[src/rtl/sort4_ctrl_if.sv]
// Bundle of the sort request/result signals and the shared comparator port.
// The slave modport is the sorter's side; the master modport is the requester/comparator side.
interface sort4_ctrl_if;
   logic        start;
   logic [15:0] data_in;
   logic [3:0]  cmp_a;
   logic [3:0]  cmp_b;
   logic        cmp_gt;
   logic        cmp_lt;
   logic        cmp_eq;
   logic        busy;
   logic        done;
   logic [15:0] data_out;
   logic [2:0]  swap_cnt;
   logic        cmp_err;

   modport slave (
      input  start, data_in, cmp_gt, cmp_lt, cmp_eq,
      output cmp_a, cmp_b, busy, done, data_out, swap_cnt, cmp_err
   );

   modport master (
      output start, data_in, cmp_gt, cmp_lt, cmp_eq,
      input  cmp_a, cmp_b, busy, done, data_out, swap_cnt, cmp_err
   );
endinterface

[src/rtl/sort4_ctrl.sv]
// Bubble sort of four 4-bit elements, one pair per cycle through an external comparator.
// Stops early when a pass makes no swap; at most three passes.
module sort4_ctrl (
   input  logic              clk,
   input  logic              rst_n,
   sort4_ctrl_if.slave       bus
);

   typedef enum logic [1:0] {StIdle, StCmp, StDone} state_e;

   state_e           state_q, state_d;
   logic [3:0][3:0]  e_q, e_d;
   logic [1:0]       pass_q, pass_d;
   logic [1:0]       pair_q, pair_d;
   logic             flag_q, flag_d;
   logic [2:0]       cnt_q, cnt_d;
   logic             err_q, err_d;
   logic             busy_q, busy_d;
   logic             done_q, done_d;

   logic [1:0]       pair_nx;
   logic             last_pair;
   logic             swapped;
   logic             onehot;

   assign pair_nx   = pair_q + 2'd1;
   assign last_pair = (pair_q == (2'd3 - pass_q));
   // Swap flag for the pass including the pair being evaluated this cycle.
   assign swapped   = flag_q | bus.cmp_gt;
   assign onehot    = (bus.cmp_gt ^ bus.cmp_lt ^ bus.cmp_eq) &
                      ~(bus.cmp_gt & bus.cmp_lt & bus.cmp_eq);

   always_ff @(posedge clk or negedge rst_n) begin
      if (!rst_n) begin
         state_q <= StIdle;
      end else begin
         state_q <= state_d;
      end
   end

   always_comb begin
      state_d = state_q;
      e_d     = e_q;
      pass_d  = pass_q;
      pair_d  = pair_q;
      flag_d  = flag_q;
      cnt_d   = cnt_q;
      err_d   = err_q;
      unique case (state_q)
         StIdle: begin
            if (bus.start) begin
               e_d     = bus.data_in;
               cnt_d   = 3'd0;
               err_d   = 1'b0;
               pass_d  = 2'd1;
               pair_d  = 2'd0;
               flag_d  = 1'b0;
               state_d = StCmp;
            end
         end
         StCmp: begin
            // Only cmp_gt decides a swap, which keeps equal elements in order.
            if (bus.cmp_gt) begin
               e_d[pair_q]  = e_q[pair_nx];
               e_d[pair_nx] = e_q[pair_q];
               if (cnt_q != 3'd6) begin
                  cnt_d = cnt_q + 3'd1;
               end
            end
            if (!onehot) begin
               err_d = 1'b1;
            end
            if (last_pair) begin
               if (!swapped || pass_q == 2'd3) begin
                  state_d = StDone;
               end else begin
                  pass_d = pass_q + 2'd1;
                  pair_d = 2'd0;
                  flag_d = 1'b0;
               end
            end else begin
               pair_d = pair_nx;
               flag_d = swapped;
            end
         end
         StDone: begin
            state_d = StIdle;
         end
         default: begin
            state_d = StIdle;
         end
      endcase
   end

   always_comb begin
      bus.cmp_a = 4'd0;
      bus.cmp_b = 4'd0;
      busy_d    = (state_d == StCmp);
      done_d    = (state_d == StDone);
      if (state_q == StCmp) begin
         bus.cmp_a = e_q[pair_q];
         bus.cmp_b = e_q[pair_nx];
      end
   end

   always_ff @(posedge clk or negedge rst_n) begin
      if (!rst_n) begin
         e_q    <= '0;
         pass_q <= 2'd0;
         pair_q <= 2'd0;
         flag_q <= 1'b0;
         cnt_q  <= 3'd0;
         err_q  <= 1'b0;
         busy_q <= 1'b0;
         done_q <= 1'b0;
      end else begin
         e_q    <= e_d;
         pass_q <= pass_d;
         pair_q <= pair_d;
         flag_q <= flag_d;
         cnt_q  <= cnt_d;
         err_q  <= err_d;
         busy_q <= busy_d;
         done_q <= done_d;
      end
   end

   assign bus.busy     = busy_q;
   assign bus.done     = done_q;
   assign bus.data_out = e_q;
   assign bus.swap_cnt = cnt_q;
   assign bus.cmp_err  = err_q;

endmodule
[src/flat_wrapper.sv]
// flat-port wrapper written by rule: the top's interface ports become plain ports
module sort4_ctrl_flat 
  (clk, rst_n, bus_start, bus_data_in, bus_cmp_gt, bus_cmp_lt, bus_cmp_eq, bus_cmp_a, bus_cmp_b, bus_busy, bus_done, bus_data_out, bus_swap_cnt, bus_cmp_err);
  sort4_ctrl_if bus_i ();
  input  logic clk;
  input  logic rst_n;
  input wire logic [$bits(bus_i.start)-1:0] bus_start;
  input wire logic [$bits(bus_i.data_in)-1:0] bus_data_in;
  input wire logic [$bits(bus_i.cmp_gt)-1:0] bus_cmp_gt;
  input wire logic [$bits(bus_i.cmp_lt)-1:0] bus_cmp_lt;
  input wire logic [$bits(bus_i.cmp_eq)-1:0] bus_cmp_eq;
  output wire logic [$bits(bus_i.cmp_a)-1:0] bus_cmp_a;
  output wire logic [$bits(bus_i.cmp_b)-1:0] bus_cmp_b;
  output wire logic [$bits(bus_i.busy)-1:0] bus_busy;
  output wire logic [$bits(bus_i.done)-1:0] bus_done;
  output wire logic [$bits(bus_i.data_out)-1:0] bus_data_out;
  output wire logic [$bits(bus_i.swap_cnt)-1:0] bus_swap_cnt;
  output wire logic [$bits(bus_i.cmp_err)-1:0] bus_cmp_err;
  assign bus_i.start = bus_start;
  assign bus_i.data_in = bus_data_in;
  assign bus_i.cmp_gt = bus_cmp_gt;
  assign bus_i.cmp_lt = bus_cmp_lt;
  assign bus_i.cmp_eq = bus_cmp_eq;
  assign bus_cmp_a = bus_i.cmp_a;
  assign bus_cmp_b = bus_i.cmp_b;
  assign bus_busy = bus_i.busy;
  assign bus_done = bus_i.done;
  assign bus_data_out = bus_i.data_out;
  assign bus_swap_cnt = bus_i.swap_cnt;
  assign bus_cmp_err = bus_i.cmp_err;
  sort4_ctrl u_core (.clk(clk), .rst_n(rst_n), .bus(bus_i));
endmodule
[config.mk]
export PLATFORM = sky130hd
export DESIGN_NAME = sort4_ctrl_flat
export DESIGN_NICKNAME = d
export VERILOG_FILES = /design/src/rtl/sort4_ctrl_if.sv /design/src/rtl/sort4_ctrl.sv /design/src/flat_wrapper.sv
export SDC_FILE = /design/constraint.sdc
export NUM_CORES = 1
export LEC_CHECK = 0
export CELL_PAD_IN_SITES_DETAIL_PLACEMENT = 1
export CELL_PAD_IN_SITES_GLOBAL_PLACEMENT = 1
export CORE_MARGIN = 1
export CORE_UTILIZATION = 37
export DETAILED_ROUTE_END_ITERATION = 10
export GPL_TIMING_DRIVEN = 0
export PLACE_DENSITY_LB_ADDON = 0.15
export SLEW_MARGIN = 5
export SYNTH_ARGS = -nofsm -noshare
export SYNTH_HDL_FRONTEND = slang
export SYNTH_SLANG_ARGS = --single-unit
[constraint.sdc]
create_clock -name clk -period 2.5 [get_ports clk]
set_input_delay 0.5 -clock clk [delete_from_list [all_inputs] [get_ports clk]]
set_output_delay 0.5 -clock clk [all_outputs]
set_load 0.02 [all_outputs]
* Yosys cells after proc, flatten, opt, wreduce, memory -nomap -nowiden
Cells that the tools add are included.
** Word-level totals
- Input port bits :: 22
- Output and inout bits :: 30
- Word-level logic and storage cells :: 88
- Flip-flop bits (word level) :: 29
** Cells by class
- Add/sub/neg operators :: 4
- Reduce and logical (&&, ||, !) cells :: 11
- Mux-type cells :: 37
- Equality and inequality tests :: 13
- $lt $le $gt $ge :: 4
- Bitwise logic cells :: 7
** Operators with widths (count)
- 16-bit bitwise mux :: 2
- 16-bit 2-to-1 mux :: 2
- 16-bit case mux with 2 select lines :: 1
- 4-bit 2-to-1 mux :: 6
- 2-bit 2-to-1 mux :: 9
- 4-bit binary-select mux with 2-bit select :: 2
- 4-bit demux with 2-bit select :: 2
- 2-bit case mux with 2 select lines :: 3
- 3-bit 2-to-1 mux :: 3
- 3-bit AND reduction :: 3
- 2-bit inequality test, second input constant :: 4
- 4-bit AND reduction :: 2
- 2-bit by 3-bit < comparator with 1-bit output, second input constant :: 2
- 3-bit inequality test, second input constant :: 2
- 3-bit case mux with 2 select lines :: 1
- 2-bit by 1-bit adder with 2-bit output, second input constant :: 2
- 2-bit by 1-bit equality test with 1-bit output, second input constant :: 2
- 2-bit equality test, second input constant :: 2
- 2-bit by 1-bit greater-or-equal comparator with 1-bit output, second input constant :: 2
- 1-bit 2-to-1 mux :: 4
- 2-bit by 1-bit inequality test with 1-bit output, second input constant :: 2
- 1-bit case mux with 2 select lines :: 2
- 3-bit by 1-bit adder with 3-bit output, second input constant :: 1
- 1-bit AND :: 3
- other kinds (10) :: 12

* Longest topological paths before layout
Gate-level depths: netlist (run 1).
- Depth in word-level cells :: 8
- Mapped depth :: 8
- Depth with buffers taken out :: 6

* Worst setup path after synthesis (run 1)
Ideal clock, no wire load.
- Kind :: register to output
- Start :: reg u_core.pair_q[0]
- End :: out bus_cmp_b[1]
- Path buffers :: 2
- Path slack :: 393 ps
- Arrival time :: 1607 ps
- Data required time :: 2000 ps
- Cell stages (with the launch flop) :: 7
- Cells stage by stage :: dfrtp_1 -> buf_6 -> inv_1 -> ha_1 -> mux4_2 -> and2_4 -> buf_6
** Between the ends
- Cells in the longest elaborated chain, start to end :: 4
** RTL lines
- from (decl) :: RTL line sort4_ctrl.sv:14 : logic [1:0] pair_q, pair_d;
- from (signal assigned) :: RTL line sort4_ctrl.sv:119 : pair_q <= pair_d;
- 2-bit by 1-bit adder with 2-bit output :: RTL line sort4_ctrl.sv:26 : assign pair_nx = pair_q + 2'd1;
- 4-bit binary-select mux with 2-bit select :: RTL line sort4_ctrl.sv:102 : bus.cmp_b = e_q[pair_nx];
- 4-bit 2-to-1 mux (implied by the code) :: RTL line sort4_ctrl.sv:102
- 4-bit 2-to-1 mux :: RTL line sort4_ctrl.sv:100 : if (state_q == StCmp) begin
- to (decl) :: RTL line flat_wrapper.sv:13 : output wire logic [$bits(bus_i.cmp_b)-1:0] bus_cmp_b;
No other way between the ends. The select of a mux whose other input is x is not followed.

* Final worst setup path (run 1)
- Start :: reg u_core.pair_q[0]
- End :: out bus_cmp_b[3]
The elaborated chain is that of the path after synthesis.

==> results of run 1 <==
## placed cells by master, fill, tap and decap left out, drive strengths merged, types with 3 or more instances in the layout
| cell type | count |
|---|---|
| and3 | 15 |
| inv | 4 |
| buf | 29 |
| a221oi | 15 |
| clkdlybuf4s15 | 3 |
| and2b | 3 |
| o211ai | 4 |
| o21ai | 4 |
| and2 | 8 |
| nand2 | 7 |
| dfrtp | 29 |
| clkdlybuf4s50 | 42 |
| mux4 | 8 |
| a21oi | 21 |
| nor2 | 17 |
| nand2b | 5 |
| ha | 11 |
| clkbuf | 11 |
## per-layer routing
layer	part of all wire (%)	GRT usage, %	vias to the layer above
met1	46	33.7	963
met4	1.2	7.05	0
met5	0	0	-
li1	-	-	857
met3	5.4	4.61	8
met2	47	38.4	58
## critical path, stage by stage (launching register included)
cell        delay (ns)
dfrtp_1           0.37
buf_6             0.11
clkinvlp_4        0.14
ha_4              0.35
buf_4             0.12
mux4_2            0.30
and2_4            0.19
buf_6             0.12
## repair_timing
item | 4_1_cts | 5_1_grt
pin swaps | 1 | 1
setup endpoints to repair | 8 | 8
gates resized for setup | 25 | 11
buffers inserted | 9 | 9
## power groups by stage
stage	logic, mW	registers [mW]	clock network [mW]
finish	3.68	0.937	0.402
global route	3.95	0.964	0.430
CTS	3.47	0.924	0.411
detailed placement	3.36	0.941	0
global placement	3.29	0.929	0
floorplan	1.97	1.11	0
## per-stage QoR
step	area (µm²)	util, %	TNS [ns]	instances	worst slack [ns]
final	2760	56.6	0	329	0.0210
after global routing	2760	56.6	-0.0582	329	-0.0319
after CTS	2680	55.0	0	320	0.0110
after detailed placement	2520	51.6	-2.18	304	-0.396
after global placement	2520	51.7	-1.96	304	-0.358
after floorplan	1930	-	0	186	0.393
## worst paths after layout
path | slack (ns) | from | cells after the start | to
max in group asynchronous | 1.77 | rst_n | 1 | u_core.bus.data_out[0]
setup reg to reg | 0.21 | u_core.pair_q[0] | 7 | u_core.bus.data_out[13]
setup / recovery | 0.02 | u_core.pair_q[0] | 7 | bus_cmp_b[3]
hold / removal | 0.27 | rst_n | 1 | u_core.bus.swap_cnt[0]
hold reg to reg | 0.51 | u_core.bus.cmp_err | 1 | u_core.bus.cmp_err
min in group clk | 0.51 | u_core.bus.cmp_err | 1 | u_core.bus.cmp_err
## state kept, by name, indices dropped and copies added, names as in the netlist
name                 cells
u_core.flag_q            1
u_core.bus.swap_cnt      3
u_core.state_q           2
u_core.bus.data_out     16
u_core.bus.cmp_err       1
u_core.bus.busy          1
u_core.bus.done          1
u_core.pass_q            2
u_core.pair_q            2
## logic make-up (layout without fill, tap and decap cells)
| family | Yosys count | count (layout) |
|---|---|---|
| adders and majority gates | 11 | 11 |
| buffers and inverters | 16 | 92 |
| and+or+nand+nor | 63 | 63 |
| xor gates and xnor gates | 2 | 2 |
| DFF | 29 | 29 |
| AOI/OAI and AO/OA | 55 | 55 |
| muxes | 10 | 10 |
## area by class of cell
type / count / area share [%]
plain buffers: 10 / 2.58
clock buffers: 7 / 3.12
inverters: 6 / 1.09
multi-input cells: 141 / 41.1
flip-flops and latches: 29 / 26.3
well taps: 67 / 3.03
repair buffers: 69 / 22.9
==> results.md, run 1 <==
* RSZ-0062 raised after global routing: yes
* Maxcap violations at 0
* # DRC at 0
* #FFs+latches synth at 29
* Vias per inst at 5.73
* Final HPWL DP at 4300 µm
* Synth Area per Inst at 10.4 µm²
* PnR Total Power at 5.02 mW
* WHS at 0.269 ns
* Commonest cells post-synth: dfrtp_1, a21oi_1, nor2_1, and3_1, a221oi_1
* Power Internal at 2.70 mW
* Max VDD drop at 0.951 mV
* Type of the worst setup path: flop to output port
* Power Density at 1820 nW/µm²
* Area contributors post-synth: dfrtp_1, mux4_2, ha_1, a21oi_1, a221oi_1
* Initial antenna violation count at 0
* CP Capture Type: output port
* Core area at 4880 µm²
* Mapped Cells at 186
* Longest Clk Path Bufs at 2
* Tmin final at 2.48 ns
* Status: finished, final reports clean
* Largest net degree at the start of global routing at 30
* Routed Antenna Nets at 0
* WL/cell at 19.6 µm
* TritonRoute pass-1 iters at 4
* Clock Tree Root: clkbuf_8
* Clock group share of total power at 8.0%
* Synth Warn # at 0
* Hold Vio Cnt, Final at 0
* P_leak at 1.21 nW
* Clock Sinks at 29
* Achievable frequency at 403 MHz
* Largest family of logic cells by synthesized area: compound AO/OA/AOI/OAI gates
* Slew HR at 46.1%
* Initial core utilization at 39.5%
* All-Layer GR Usage at 24.2%
* Global route overflow at 0
* Share of cells above drive strength 1 at 23.3%
* Synthesized Nets at 219
* Post-Synth XOR/XNOR Area at 0.909%
* CP Max Fanout at 5
* FF+latch area at 726 µm²
* Fillers at 551
* Post-synth top area cell: dfrtp_1
* IO Pins at 52
* Critical Path RT at 2.00 ns
* Area of the multi-input gates at 1130 µm²
* Top cell type's share of synthesized area at 37.6%
* P&R area growth vs syn at 43.3%
* CTS tree: built
* Gp weighted congestion at 0.782
* Chip Height at 74.2 µm
* Min-Delay Path Class: input port to asynchronous set/reset pin
* Placement Rows at 25
* Finish-stage setup viols at 0
* Post-Synth Adder-Cell Area at 7.14%
* Synth unique cells at 38
* Combinational power share at 73.3%
* CTS Buf Count at 5
* Post-CTS Hold Fix Bufs at 0
* Fin Clk Skew at 0.00603 ns
* Post-synthesis mux area share at 10.6%
* Reg power frac at 18.7%
* Crit start category: flop
* Count leader, synth: dfrtp_1
* Worst-Skew Late Latency at 0.28 ns
* Worst Tran Pin Value at 0.808 ns
* Final #Nets at 295
* Die width at 74.2 µm
* Register area share after synthesis at 37.6%
* Iteration-0 DRC Markers at 131
* Antenna diode count at 0
* Arrival @ worst endpoint at 1.98 ns
* Worst-path clk slew at 0.06 ns
* First-pass GRT wire length at 9560 µm
* Via count at 1,886
* Pins Over Slew Limit at 0
* Net Sw Frac at 46.3%
* Die area at 5500 µm²
* Number of synthesized flops with an enable pin at 0
* Psw at 2.32 mW
* H-tree Lvls at 2
* Fraction of the mapped netlist area in compound gates at 20.9%
* Post-synthesis simple-gate area fraction at 18.2%
* Port buffer count at 51
* Vias in the first global route at 1,843
* Asr flop ratio synth at 100%
* Synth Flop Type: dfrtp_1
* WL final at 6440 µm
* Synth Cell Area at 1930 µm²
* Post-route clock period utilization at 99.2%
Power figures use the tool's default switching activity.
==> inputs of run 2 (changes only) <==
--- a/config.mk
+++ b/config.mk
@@ -7,6 +7,7 @@
 export LEC_CHECK = 0
 export CELL_PAD_IN_SITES_DETAIL_PLACEMENT = 1
 export CELL_PAD_IN_SITES_GLOBAL_PLACEMENT = 1
+export CORE_ASPECT_RATIO = 1.4
 export CORE_MARGIN = 1
 export CORE_UTILIZATION = 37
 export DETAILED_ROUTE_END_ITERATION = 10
==> results.md, run 2 (same netlist as run 1, synthesis figures left out) <==
* Chip Height at 87.4 µm (+18%)
* Initial antenna violation count at 0 (unchanged)
* Hold Vio Cnt, Final at 0 (unchanged)
* Setup_tns at 0 ns (unchanged)
* Initial core utilization at 39.2% (-0.30 points)
* Pins Over Slew Limit at 0 (unchanged)
* Status: finished, final reports clean
* CP Max Fanout at 5 (unchanged)
* Die width at 63.0 µm (-15%)
* Min-Delay Path Class: input port to asynchronous set/reset pin
* R2r startpoint: u_core.pair_q[0]
* Worst Tran Pin Value at 0.919 ns (+0.111 ns)
* Global route overflow at 0 (unchanged)
* Iteration-0 DRC Markers at 128 (-2.3%)
* # DRC at 0 (unchanged)
* Achievable frequency at 400 MHz (-0.83%)
* Worst Reg-to-Reg Cells at 8 (+1)
* Clock Tree Root: clkbuf_8
* Most frequent cells in the layout: clkdlybuf4s50_1, dfrtp_1, a21oi_1
* Critical path endpoint: bus_cmp_b[0]
* Fin Clk Skew at 0.00716 ns (+0.00114 ns)
* Worst R2R Setup Slack at 0.02 ns (-0.19 ns)
* P&R area growth vs syn at 45.1%
* Routed Antenna Nets at 0 (unchanged)
* WL/cell at 20.8 µm (+6.4%)
* Placed insts at 301 (-0.99%)
* Largest net degree at the start of global routing at 30 (unchanged)
* Arrival @ worst endpoint at 2.00 ns (+0.02 ns)
* Tmin final at 2.50 ns (+0.0209 ns)
* TritonRoute pass-1 iters at 6 (+2)
* Port buffer count at 51 (unchanged)
* Worst-Skew Late Latency at 0.30 ns (+0.02 ns)
* Post-route clock period utilization at 100% (+0.83 points)
* Worst-path clk slew at 0.07 ns (about the same)
* Finished Layout Cells at 329 (unchanged)
* Via count at 1,926 (+2.1%)
* Crit start category: flop
* Critical path origin: u_core.pair_q[1]
* Share of cells above drive strength 1 at 26.4% (+3.1 points)
* Finish-stage setup viols at 0 (unchanged)
* Core area at 4920 µm² (+0.77%)
* CP Capture Type: output port
* R2r endpoint: u_core.bus.data_out[13]
* Maxcap violations at 0 (unchanged)
* Die area at 5510 µm² (about the same)
* WL final at 6850 µm (+6.4%)
* Antenna diode count at 0 (unchanged)
* First-pass GRT wire length at 10,500 µm (+9.5%)
* Final #Nets at 297 (+0.68%)
* CTS Buf Count at 5 (unchanged)
* Slew HR at 38.7% (-7.4 points)
* Max reg flops at 16 (unchanged)
* Vias per inst at 5.85 (+2.1%)
* Clock Sinks at 29 (unchanged)
* CTS tree: built
* IO Pins at 52 (unchanged)
* All-Layer GR Usage at 25.7% (+1.5 points)
* H-tree Lvls at 2 (unchanged)
* Type of the worst setup path: flop to output port
* Gp weighted congestion at 0.813 (+4.0%)
* Vias in the first global route at 2,020 (+9.6%)
* Commonest non-fill, non-tap cell in the layout: clkdlybuf4s50_1
* Final HPWL DP at 4400 µm (+2.2%)
* Placement Rows at 30 (+20%)
* Critical Path RT at 2.00 ns (about the same)
* Longest Clk Path Bufs at 2 (unchanged)
-- run 2: worst min-delay path by stage --
| stage | endpoint | slack, ns |
|---|---|---|
| after floorplan | u_core.bus.busy | 0.20 |
| after global placement | u_core.bus.cmp_err | 0.49 |
| after detailed placement | u_core.flag_q | 0.49 |
| after CTS | u_core.bus.swap_cnt[0] | 0.28 |
| after global routing | u_core.bus.swap_cnt[0] | 0.31 |
| final | u_core.bus.swap_cnt[0] | 0.24 |
-- run 2: cell type report --
cell class	count	area (µm²)
buffer	10	80.1
clock buffer	7	96.3
clock inverter	1	5.00
fill	551	2120
inverter	6	30.0
multi-input combinational	141	1130
sequential	29	727
tap	64	80.1
timing repair buffer	71	653
-- run 2: stage by stage --
stage          utilization [%]  setup WS [ns]  hold slack (ns)  instance area (µm²)
6_report                  56.9       0.000174            0.241                 2800
5_1_grt                   56.9        -0.0910            0.306                 2800
4_1_cts                   56.0        -0.0597            0.277                 2750
3_5_place_dp              51.1         -0.418            0.493                 2510
3_3_place_gp              51.2         -0.412            0.487                 2520
2_1_floorplan                -          0.393            0.204                 1930
-- run 2: per-layer routing --
metal	global-route usage, %	share of wire [%]	vias to the layer above
li1	-	-	855
met1	28.6	39	970
met2	45.6	53	81
met3	3.80	4.9	20
met4	16.3	3.5	0
met5	0	0	-
-- run 2: critical path, stage by stage, from the launching register on --
cell        delay [ns]
dfrtp_1           0.39
buf_6             0.14
clkinvlp_4        0.10
ha_4              0.31
buf_6             0.11
mux4_2            0.31
and2_4            0.20
buf_6             0.13
-- run 2: repair_timing --
item                                    4_1_cts  5_1_grt
hold buffers                                  0        0
resized for setup                            42        8
buffers inserted                             15        8
pin swaps                                     1        1
endpoints found under the setup margin        8        9
Power of run 2 is left out: the tool's default activity adds up to more than one toggle a clock period on the data nets, which glitch-free logic cannot reach.
